### src/rtl/riscv_pkg.sv
// riscv_pkg
// Shared types and constants for the fetch front end.
//   XLEN         : architectural register / address width
//   RESET_PC     : first PC fetched after reset
//   NOP_INSTR    : ADDI x0,x0,0, used as bubble filler in IF/ID
//   ALIGN_MASK   : clears the low two bits of a fetch address
//   if_id_reg_t  : IF/ID pipeline register contents
//   fetch_state_t: fetch controller states
package riscv_pkg;

  localparam int unsigned XLEN = 32;

  localparam logic [XLEN-1:0] RESET_PC   = 32'h0000_0000;
  localparam logic [31:0]     NOP_INSTR  = 32'h0000_0013;
  localparam logic [XLEN-1:0] ALIGN_MASK = ~32'h0000_0003;

  typedef struct packed {
    logic [XLEN-1:0] pc;
    logic [31:0]     instruction;
    logic            valid_if_id;
  } if_id_reg_t;

  typedef enum logic [1:0] {
    REQ  = 2'd0,
    WAIT = 2'd1,
    HOLD = 2'd2,
    DROP = 2'd3
  } fetch_state_t;

endpackage

### src/rtl/if_stage.sv
// if_stage
// Instruction-fetch stage. Owns the PC, keeps at most one request in flight
// to instruction memory, and registers fetched words into IF/ID.
//
// Ports
//   clk             in   clock, rising edge
//   reset           in   synchronous, active-high
//   stall           in   hazard unit: hold if_id_out this cycle
//   redirect_valid  in   taken branch/jump from EX (beats stall)
//   redirect_pc     in   redirect target, low two bits ignored
//   imem_req_valid  out  fetch request valid
//   imem_req_addr   out  fetch address (= pc)
//   imem_req_ready  in   memory accepts the request
//   imem_rsp_valid  in   instruction returned
//   imem_rsp_data   in   instruction word
//   if_id_out       out  registered {pc, instruction, valid_if_id}
//
// state | meaning
// ------+-----------------------------------------------------------
// REQ   | presenting a request for pc, waiting for ready
// WAIT  | request accepted, waiting for its response
// HOLD  | response captured in hold buffer while decode is stalled
// DROP  | waiting for a response whose fetch was squashed by redirect
module if_stage
  import riscv_pkg::*;
(
  input  logic            clk,
  input  logic            reset,
  input  logic            stall,
  input  logic            redirect_valid,
  input  logic [XLEN-1:0] redirect_pc,
  output logic            imem_req_valid,
  output logic [XLEN-1:0] imem_req_addr,
  input  logic            imem_req_ready,
  input  logic            imem_rsp_valid,
  input  logic [31:0]     imem_rsp_data,
  output if_id_reg_t      if_id_out
);

  fetch_state_t    state_q, state_d;
  logic [XLEN-1:0] pc_q, pc_d;
  logic [31:0]     hold_q, hold_d;
  if_id_reg_t      if_id_q, if_id_d;

  logic        req_fire;
  logic        load;
  logic [31:0] load_data;

  // Request outputs depend only on registered state and pc.
  assign imem_req_valid = (state_q == REQ);
  assign imem_req_addr  = pc_q;
  assign req_fire       = imem_req_valid & imem_req_ready;
  assign if_id_out      = if_id_q;

  always_comb begin
    state_d   = state_q;
    pc_d      = pc_q;
    hold_d    = hold_q;
    if_id_d   = if_id_q;
    load      = 1'b0;
    load_data = imem_rsp_data;

    unique case (state_q)
      REQ: begin
        if (req_fire) state_d = WAIT;
      end
      WAIT: begin
        if (imem_rsp_valid) begin
          if (!stall) begin
            load    = 1'b1;
            state_d = REQ;
          end else begin
            hold_d  = imem_rsp_data;
            state_d = HOLD;
          end
        end
      end
      HOLD: begin
        if (!stall) begin
          load      = 1'b1;
          load_data = hold_q;
          state_d   = REQ;
        end
      end
      DROP: begin
        if (imem_rsp_valid) state_d = REQ;
      end
      default: state_d = REQ;
    endcase

    if (load) begin
      if_id_d.pc          = pc_q;
      if_id_d.instruction = load_data;
      if_id_d.valid_if_id = 1'b1;
      pc_d                = pc_q + 32'd4;
    end else if (!stall) begin
      // Bubble: pc field keeps its last value.
      if_id_d.instruction = NOP_INSTR;
      if_id_d.valid_if_id = 1'b0;
    end

    // Redirect wins over everything above, including stall. Whether an
    // outstanding response must still be absorbed decides REQ vs DROP.
    if (redirect_valid) begin
      pc_d                = redirect_pc & ALIGN_MASK;
      if_id_d.instruction = NOP_INSTR;
      if_id_d.valid_if_id = 1'b0;
      unique case (state_q)
        REQ:     state_d = req_fire ? DROP : REQ;
        WAIT:    state_d = imem_rsp_valid ? REQ : DROP;
        HOLD:    state_d = REQ;
        DROP:    state_d = imem_rsp_valid ? REQ : DROP;
        default: state_d = REQ;
      endcase
    end
  end

  always_ff @(posedge clk) begin
    if (reset) begin
      state_q <= REQ;
      pc_q    <= RESET_PC;
      hold_q  <= 32'h0;
      if_id_q <= '{pc: '0, instruction: NOP_INSTR, valid_if_id: 1'b0};
    end else begin
      state_q <= state_d;
      pc_q    <= pc_d;
      hold_q  <= hold_d;
      if_id_q <= if_id_d;
    end
  end

endmodule

### config.mk
export PLATFORM = sky130hd
export DESIGN_NAME = if_stage
export DESIGN_NICKNAME = d
export VERILOG_FILES = /design/src/rtl/riscv_pkg.sv /design/src/rtl/if_stage.sv
export SDC_FILE = /design/constraint.sdc
export NUM_CORES = 1
export LEC_CHECK = 0
export ABC_CLOCK_PERIOD_IN_PS = 2200
export BUFFER_PORTS_ARGS = -buffer_cell sky130_fd_sc_hd__buf_2
export CAP_MARGIN = 25
export CORE_UTILIZATION = 26
export CTS_CLUSTER_DIAMETER = 150
export DETAILED_ROUTE_END_ITERATION = 8
export GPL_ROUTABILITY_DRIVEN = 0
export GPL_TIMING_DRIVEN = 0
export PLACE_DENSITY = 0.52
export SKIP_CTS_REPAIR_TIMING = 1
export SLEW_MARGIN = 20
export SYNTH_ARGS = -nofsm -noshare
export SYNTH_HDL_FRONTEND = slang
export SYNTH_SLANG_ARGS = --single-unit
### constraint.sdc
create_clock -name clk -period 2.2 [get_ports clk]
set_input_delay 0.22 -clock clk [delete_from_list [all_inputs] [get_ports clk]]
set_output_delay 0.22 -clock clk [all_outputs]
set_load 0.02 [all_outputs]
==> results of run 1 <==
==> state kept, by name, summed over array words and instances (netlist names) <==
signal         count
if_id_out         63
hold_q            32
imem_req_addr     30
state_q            2
==> stage by stage <==
step	total power (µW)	utilization, %
floorplan	2900	-
global placement	3180	31.8
detailed placement	3180	31.8
CTS	6350	34.8
global route	6580	35.3
finish	6340	35.3
==> metal layers <==
| metal | up-vias | track usage [%] | wire, µm |
|---|---|---|---|
| met5 | - | 0 | 13 |
| met4 | 2 | 5.15 | 266 |
| met3 | 20 | 5.36 | 1650 |
| met2 | 196 | 28.0 | 9090 |
| met1 | 2671 | 22.4 | 8890 |
| li1 | 2851 | - | - |
==> cells in the final DEF (no fill, tap or decap), drive strengths merged, types with 4 or more instances in the layout <==
cell type	count
a2111oi	4
a211oi	8
a21oi	72
a22o	28
a22oi	29
a311oi	16
and2	4
and3	6
and4	9
buf	174
bufinv	5
clkbuf	64
clkinv	4
conb	4
dfxtp	127
ha	6
inv	16
nand2	140
nand2b	6
nand3	13
nand4	20
nor2	58
nor2b	7
nor4	5
o21ai	6
o31ai	12
or3	4
or4	13
==> final cells by class <==
type	instances	area [µm²]	area share (%)
clock buffer	17	425	5.54
timing repair buffer	161	806	10.5
tap	280	350	4.56
clock inverter	15	231	3.01
sequential	127	2540	33.1
antenna	3	7.51	0.0978
inverter	12	45.0	0.587
multi-input combinational	495	2930	38.2
buffer	60	335	4.37
==> worst reg2reg max path, stage by stage (launching register included) <==
cell	delay, ns
dfxtp_1	0.51
ha_1	0.46
nand4_4	0.24
or4_4	0.53
a311oi_2	0.28
==> power breakdown <==
part           total [µW]  switching [µW]  internal, µW
registers            2470            99.4          2370
clock network        3180            1150          2030
logic                 687             423           264
total                6340            1680          4660
==> kinds of logic (layout without fill, tap and decap cells) <==
kind of cell | after synthesis | count (layout)
other | 1 | 7
AND/OR/NAND/NOR | 288 | 289
buffers and inverters | 72 | 265
multiplexers | 2 | 2
flip-flops | 127 | 127
AO/OA/AOI/OAI | 188 | 188
XOR/XNOR | 6 | 6
adder cells (fa/ha/maj) | 6 | 6
==> final timing paths <==
check,from,endpoint,slack (ns)
max,imem_req_addr[2],imem_req_addr[12],0.08
min,imem_rsp_data[18],hold_q[18],0.04
max reg2reg,imem_req_addr[2],imem_req_addr[12],0.08
min reg2reg,hold_q[29],hold_q[29],0.45
==> results by group, run 1 <==
Status
  • Status: finished, final reports clean

Yosys
  • Ys async rst share: 0%
  • Number of flops mapped to enable cells by yosys: 0
  • Yosys top cell by area: dfxtp_1
  • FF+latch count, synth: 127
  • Adder-cell share of the synthesized area: ~1.3%
  • Synth Area in Compound Gates: between 20 and 25%
  • Post-Synth XOR/XNOR Area: less than 1%
  • Top-count cell post-synth: nand2_1
  • Synth Flop Type: dfxtp_1
  • Mapped Area: 5750 µm²
  • Top cells by area, synth: dfxtp_1, nand2_1, a21oi_1
  • Post-synth top area share: 44.3%
  • Register area share after synthesis: 44.3%
  • Mux share of post-synthesis cell area: 0.370%
  • Simple-Gate Fraction of Synth Area: approximately 24%
  • Commonest cells in the netlist: nand2_1, dfxtp_1, a21oi_1
  • Largest family of logic cells by synthesized area: simple AND/OR/NAND/NOR gates
  • Syn Area/Cell: 8.33 µm²
  • Cell variety after synth: 56
  • Yosys synthesis warning count: 0
  • Synthesized instance count: slightly below 700

Floorplanning
  • Die Area: 22700 µm²
  • Die Height: roughly 150 µm
  • Initial core utilization: 26.4%
  • Floorplan core area: 21800 µm²
  • I/O pin cnt: ~170
  • FP Rows: 54
  • DIE WIDTH: 151 µm

CTS
  • TritonCTS buffer count: 17
  • Clk root buf: clkbuf_16
  • CTS tree: done
  • Reg clk slew, reported paths: around 0.06 ns
  • H-Tree Depth: 4
  • Skew-Pair Late Insertion Delay: around 0.43 ns
  • Maximum clock path buffer count: 2
  • Clock sinks: approximately 130

Critical path
  • Worst Path Max Fanout: 7
  • Worst path required time: 2.53 ns
  • CP Cell Sequence: ha_1 > nand4_4 > or4_4 > a311oi_2
  • Crit path max-delay family: simple AND/OR/NAND/NOR gates
  • Endpoint class of the critical path: flop
  • CP max-delay cell: or4_4
  • Reg2reg path depth: 4
  • WP buf/inv: 0
  • CP Launch Type: flop
  • Cell count along the critical path: 4
  • Max stage delay on crit path: 0.53 ns
  • Critical path type: reg -> reg
  • CP arrival: 2.45 ns

Global route
  • Initial antenna violation count: 4
  • Vias in the first global route: 5264
  • Largest net degree at the start of global routing: 17
  • Total grt overflow: 0
  • GRT Total Usage: 17.5%
  • First-pass GRT wire length: 29900 µm

Timing
  • RSZ-0062 raised after global routing: false
  • Fmax: 471 MHz
  • TNS Setup: 0 ns
  • Least-Margin Pin Slew: 0.758 ns
  • Slew Limit Fails: 0
  • Tmin final: 2.12 ns
  • Skew final: 0.00826 ns
  • Setup violations, final: 0
  • Worst hold-check slack: 0.0370 ns
  • Final hold viol count: 0
  • Final WS setup: 0.0778 ns
  • Tcrit/Tclk final: just under 100%
  • Slew HR: 49.0%

Placed design
  • Placed insts: 1133
  • DPL Wire Length: 14300 µm
  • Post-Place Cell Area: 6910 µm²
  • Dpl ws: -0.0876 ns
  • Port Buffers: 160

Detailed routing
  • Vias per cell: 4.91
  • DRT antenna net count: 0
  • Via count: 5740
  • Routed WL per cell: about 17 µm
  • DR pass1 iterations: 7
  • Post-Route WL: 19900 µm
  • Number of remaining DRC errors: 0
  • Initial drt markers: 342

Finish
  • Non-filler cells in the finished layout: 1170
  • Layout overhead on the synthesized area: 33.7%
  • Fillers: 2349
  • Share of cells above drive strength 1: 28.4%
  • Layout Nets: between 900 and 1000
  • Post-route cell area: 7680 µm²

Power
  • Pleak: slightly above 0.003 µW
  • Pwr Density: 825 nW/µm²
  • VDD IR-drop max: 0.549 mV

Run
  • Max cap viols: 0

Min path
  • HP Class: in -> reg
  • Hold Path Depth: 3
No activity file was read; power rests on OpenSTA's default activity.
==> inputs of run 2 (changes only) <==
- CORE_MARGIN: default -> 2
==> run 2 against run 1 <==
Net effect: first-iteration DRC count is 6.1% higher; power is 5.1% lower; clock skew is 0.0013 ns higher; sequential share of layout area is 0.15 points higher; register-to-register slack hardly changed; via count is 1.2% lower; critical path type unchanged; critical endpoint is now imem_req_addr[16].
==> results by group, run 2 (same netlist as run 1, synthesis figures left out) <==
Finish
  • Non-filler cells in the finished layout: about 1200
  • Fin util: 35.2%
  • Layout Nets: 953
  • Commonest non-fill, non-tap cell in the layout: buf_2
  • Share of cells above drive strength 1: 28.2%
  • Most frequent cells in the layout: buf_2, nand2_1, dfxtp_1, a21oi_1, nor2_1
  • Layout overhead on the synthesized area: 33.2%
  • Fillers: 2330
  • Max reg flops: 63

Detailed routing
  • DRT antenna net count: 0
  • Initial drt markers: 363
  • Via count: 5671
  • Post-Route WL: 20100 µm
  • Routed WL per cell: 17.2 µm
  • DR pass1 iterations: 5
  • Vias per cell: 4.85
  • Number of remaining DRC errors: 0

Floorplanning
  • Initial core utilization: 26.4%
  • I/O pin cnt: between 150 and 200
  • Die Area: 23300 µm²
  • Die Height: 153 µm
  • DIE WIDTH: 153 µm
  • FP Rows: 54
  • Floorplan core area: 21800 µm²

Global route
  • Vias in the first global route: between 5000 and 6000
  • Largest net degree at the start of global routing: 17
  • Total grt overflow: 0
  • First-pass GRT wire length: 30800 µm
  • GRT Total Usage: ~17%
  • Initial antenna violation count: 1

CTS
  • Reg clk slew, reported paths: 0.06 ns
  • CTS tree: done
  • Clock sinks: 127
  • Maximum clock path buffer count: 2
  • Clk root buf: clkbuf_16
  • Skew-Pair Late Insertion Delay: 0.43 ns
  • TritonCTS buffer count: 17
  • H-Tree Depth: 4

Timing
  • Tmin final: 2.11 ns
  • Fmax: 473 MHz
  • Slew Limit Fails: 0
  • Skew final: 0.00960 ns
  • Final hold viol count: 0
  • RSZ-0062 raised after global routing: true
  • Slew HR: 48.2%
  • Least-Margin Pin Slew: 0.777 ns
  • Tcrit/Tclk final: ~96%
  • Setup violations, final: 0

Placed design
  • Port Buffers: 160
  • DPL Wire Length: 14400 µm
  • Placed insts: around 1100

Critical path
  • CP Launch Type: flop
  • Worst path required time: 2.54 ns
  • Worst Path Max Fanout: 8
  • CP arrival: ~2.5 ns
  • Critical path type: reg -> reg
  • Endpoint class of the critical path: flop

Min path
  • HP Class: in -> reg

Power
  • VDD IR-drop max: 0.505 mV
  • Pwr Density: 786 nW/µm²
  • Pleak: 0.00305 µW

Status
  • Status: finished, final reports clean

Run
  • Max cap viols: 0
-- run 2: critical path, stage by stage (launching register included) --
cell and delay (ns):
dfxtp_4 0.36, inv_1 0.07, ha_1 0.30, nor2b_2 0.15, buf_6 0.16, nand4_4 0.18, or4_1 0.57, a311oi_2 0.24
-- run 2: power by group --
| part | switching (µW) | internal [µW] | leakage, µW |
|---|---|---|---|
| Clock | 1130 | 1730 | 0.000278 |
| Sequential | 95.4 | 2370 | 0.00103 |
| Combinational | 427 | 260 | 0.00174 |
-- run 2: routing by layer --
layer  track usage (%)  wire [µm]  up-vias
met1              21.3       9010     2620
met2              27.4       9200      173
met3              5.40       1500       30
met5                 0          0        -
met4              5.03        362        0
li1                  -          -     2848
-- run 2: final timing paths --
kind              depth (start not counted)  slack, ns           endpoint               from
setup / recovery                          7       0.09  imem_req_addr[16]         state_q[0]
hold / removal                            3       0.04         hold_q[18]  imem_rsp_data[18]
setup reg to reg                          7       0.09  imem_req_addr[16]         state_q[0]
hold reg to reg                           2       0.45      if_id_out[35]      if_id_out[35]
-- run 2: metrics by stage --
stage | instance area (µm²) | hold WS (ns) | setup WS (ns) | power, µW | setup TNS [ns]
floorplan | 5760 | 0.356 | 0.256 | 2900 | 0
finish | 7650 | 0.0405 | 0.0870 | 6010 | 0
CTS | 7500 | 0.0235 | -0.145 | 6050 | -3.91
global route | 7650 | 0.0361 | -0.0161 | 6230 | -0.0194
detailed placement | 6910 | 0.443 | -0.138 | 3180 | -3.07
global placement | 6910 | 0.441 | -0.136 | 3180 | -3.20
-- run 2: layout make-up --
| cell class | instances | area [µm²] | area share [%] |
|---|---|---|---|
| diodes | 1 | 2.50 | 0.0327 |
| plain buffers | 60 | 347 | 4.53 |
| clock buffers | 19 | 453 | 5.92 |
| clock inverters | 12 | 135 | 1.77 |
| inverters | 12 | 45.0 | 0.589 |
| multi-input cells | 495 | 2930 | 38.3 |
| flip-flops and latches | 127 | 2550 | 33.3 |
| well taps | 280 | 350 | 4.58 |
| repair buffers | 164 | 843 | 11.0 |
==> inputs of run 3 (changes only) <==
==> constraint.sdc (replaced) <==
create_clock -name clk -period 2.2 [get_ports clk]
set_input_delay 0.22 -clock clk [delete_from_list [all_inputs] [get_ports clk]]
set_output_delay 0.22 -clock clk [all_outputs]
set_load 0.1 [all_outputs]
==> run 3 against run 2 <==
Net effect: first-iteration DRC count decreased by 7.2%; critical path depth unchanged; die area unchanged; critical path type unchanged; highest routed layer is now met5.
==> results by group, run 3 (same netlist as run 1, synthesis figures left out) <==
Timing
  • TNS Setup: 0 ns
  • Least-Margin Pin Slew: 0.720 ns
  • Tcrit/Tclk final: 96.6%
  • Skew final: 0.00919 ns
  • Setup violations, final: 0
  • Tmin final: ~2.1 ns
  • Final hold viol count: 0
  • Slew HR: 52.0%
  • Fmax: 471 MHz
  • Slew Limit Fails: 0

Global route
  • Initial antenna violation count: 4
  • Grt met2 use: 25.8%
  • GRT Total Usage: 16.7%
  • Met1 GRT Util: between 20% and 30%
  • Largest net degree at the start of global routing: 17
  • Total grt overflow: 0
  • First-pass GRT wire length: 30700 µm
  • Vias in the first global route: 5312
  • Most Used Layer, Global Route: met2
  • Met3 Track Usage GR: around 5.3%

Finish
  • Non-filler cells in the finished layout: 1171
  • Share of cells above drive strength 1: between 30% and 40%
  • Commonest non-fill, non-tap cell in the layout: buf_2
  • Fin util: 35.1%
  • Max reg flops: 63
  • Layout overhead on the synthesized area: 32.9%
  • Most frequent cells in the layout: buf_2, nand2_1, dfxtp_1, a21oi_1, nor2_1
  • Layout Nets: between 900 and 1000

Placed design
  • DPL Wire Length: 14300 µm
  • Placed insts: approximately 1100
  • Port Buffers: 160

Detailed routing
  • Via count: 5783
  • Initial drt markers: 337
  • Post-Route WL: slightly above 20000 µm
  • Vias per cell: 4.94
  • Number of remaining DRC errors: 0
  • DR pass1 iterations: 5
  • Routed WL per cell: approximately 17 µm
  • DRT antenna net count: 0

CTS
  • Skew-Pair Late Insertion Delay: around 0.42 ns
  • Reg clk slew, reported paths: 0.07 ns
  • TritonCTS buffer count: 17
  • Clock sinks: 127
  • H-Tree Depth: 4
  • CTS tree: done
  • Clk root buf: clkbuf_16
  • Maximum clock path buffer count: 2

Floorplanning
  • DIE WIDTH: ~150 µm
  • Initial core utilization: between 20% and 30%
  • FP Rows: 54
  • Floorplan core area: 21800 µm²
  • Die Height: 153 µm
  • Die Area: 23300 µm²
  • I/O pin cnt: 168

Run
  • Max cap viols: 0

Status
  • Status: finished, final reports clean

Critical path
  • CP Launch Type: flop
  • Worst Path Max Fanout: 9
  • Worst path required time: 2.53 ns
  • Endpoint class of the critical path: flop
  • Critical path type: reg -> reg
  • CP arrival: 2.45 ns

Power
  • VDD IR-drop max: around 0.46 mV
  • Pwr Density: 829 nW/µm²
  • Pleak: 0.00303 µW

Min path
  • HP Class: in -> reg
run 3: cell count changes in the layout (fill, tap and decap cells not counted), moves of 2 or more:
cell | previous run | this run
nor4_2 | 0 | 2
a311oi_1 | 13 | 15
clkbuf_8 | 7 | 5
inv_8 | 0 | 3
inv_6 | 3 | 5
dfxtp_2 | 1 | 26
nor4_4 | 2 | 0
a311oi_2 | 3 | 1
dfxtp_1 | 125 | 101
run 3: path summary, 6_finish.rpt:
kind | startpoint | endpoint | slack [ns] | depth (start not counted)
setup / recovery | state_q[0] | imem_req_addr[19] | 0.08 | 7
hold / removal | imem_rsp_data[19] | hold_q[19] | 0.04 | 3
setup reg to reg | state_q[0] | imem_req_addr[19] | 0.08 | 7
hold reg to reg | if_id_out[35] | if_id_out[35] | 0.45 | 2
run 3: critical path, cell delays in order (launching register included):
cell,delay [ns]
dfxtp_2,0.34
inv_1,0.14
ha_1,0.19
buf_6,0.14
a21o_4,0.18
nand4_2,0.22
or4_1,0.56
a311oi_2,0.25
run 3: metrics by stage:
| step | hold slack (ns) | total power, µW | setup slack, ns | instance area, µm² |
|---|---|---|---|---|
| floorplan | 0.354 | 3270 | 0.0270 | 5790 |
| global placement | 0.440 | 3540 | -0.0919 | 6940 |
| detailed placement | 0.444 | 3540 | -0.0930 | 6940 |
| CTS | 0.0230 | 6360 | -0.117 | 7510 |
| global route | 0.0357 | 6570 | -0.00872 | 7640 |
| finish | 0.0390 | 6330 | 0.0759 | 7640 |
run 3: final cells by class:
cell class	count	area, µm²
fill	2357	14100
multi-input combinational	495	2910
sequential	127	2570
timing repair buffer	164	831
clock buffer	17	425
tap	280	350
buffer	60	348
clock inverter	15	151
inverter	12	45.0
antenna	1	2.50
run 3: routing by layer:
metal / vias to the layer above / wire [µm]
li1: 2852 / -
met1: 2713 / 9270
met2: 182 / 9160
met3: 30 / 1310
met4: 6 / 330
met5: - / 44
run 3: power breakdown:
part           internal [µW]  leakage [µW]  switching (µW)
registers               2380       0.00104            97.4
logic                    265       0.00171             776
clock network           1590      0.000273            1220
total                   4240       0.00303            2090
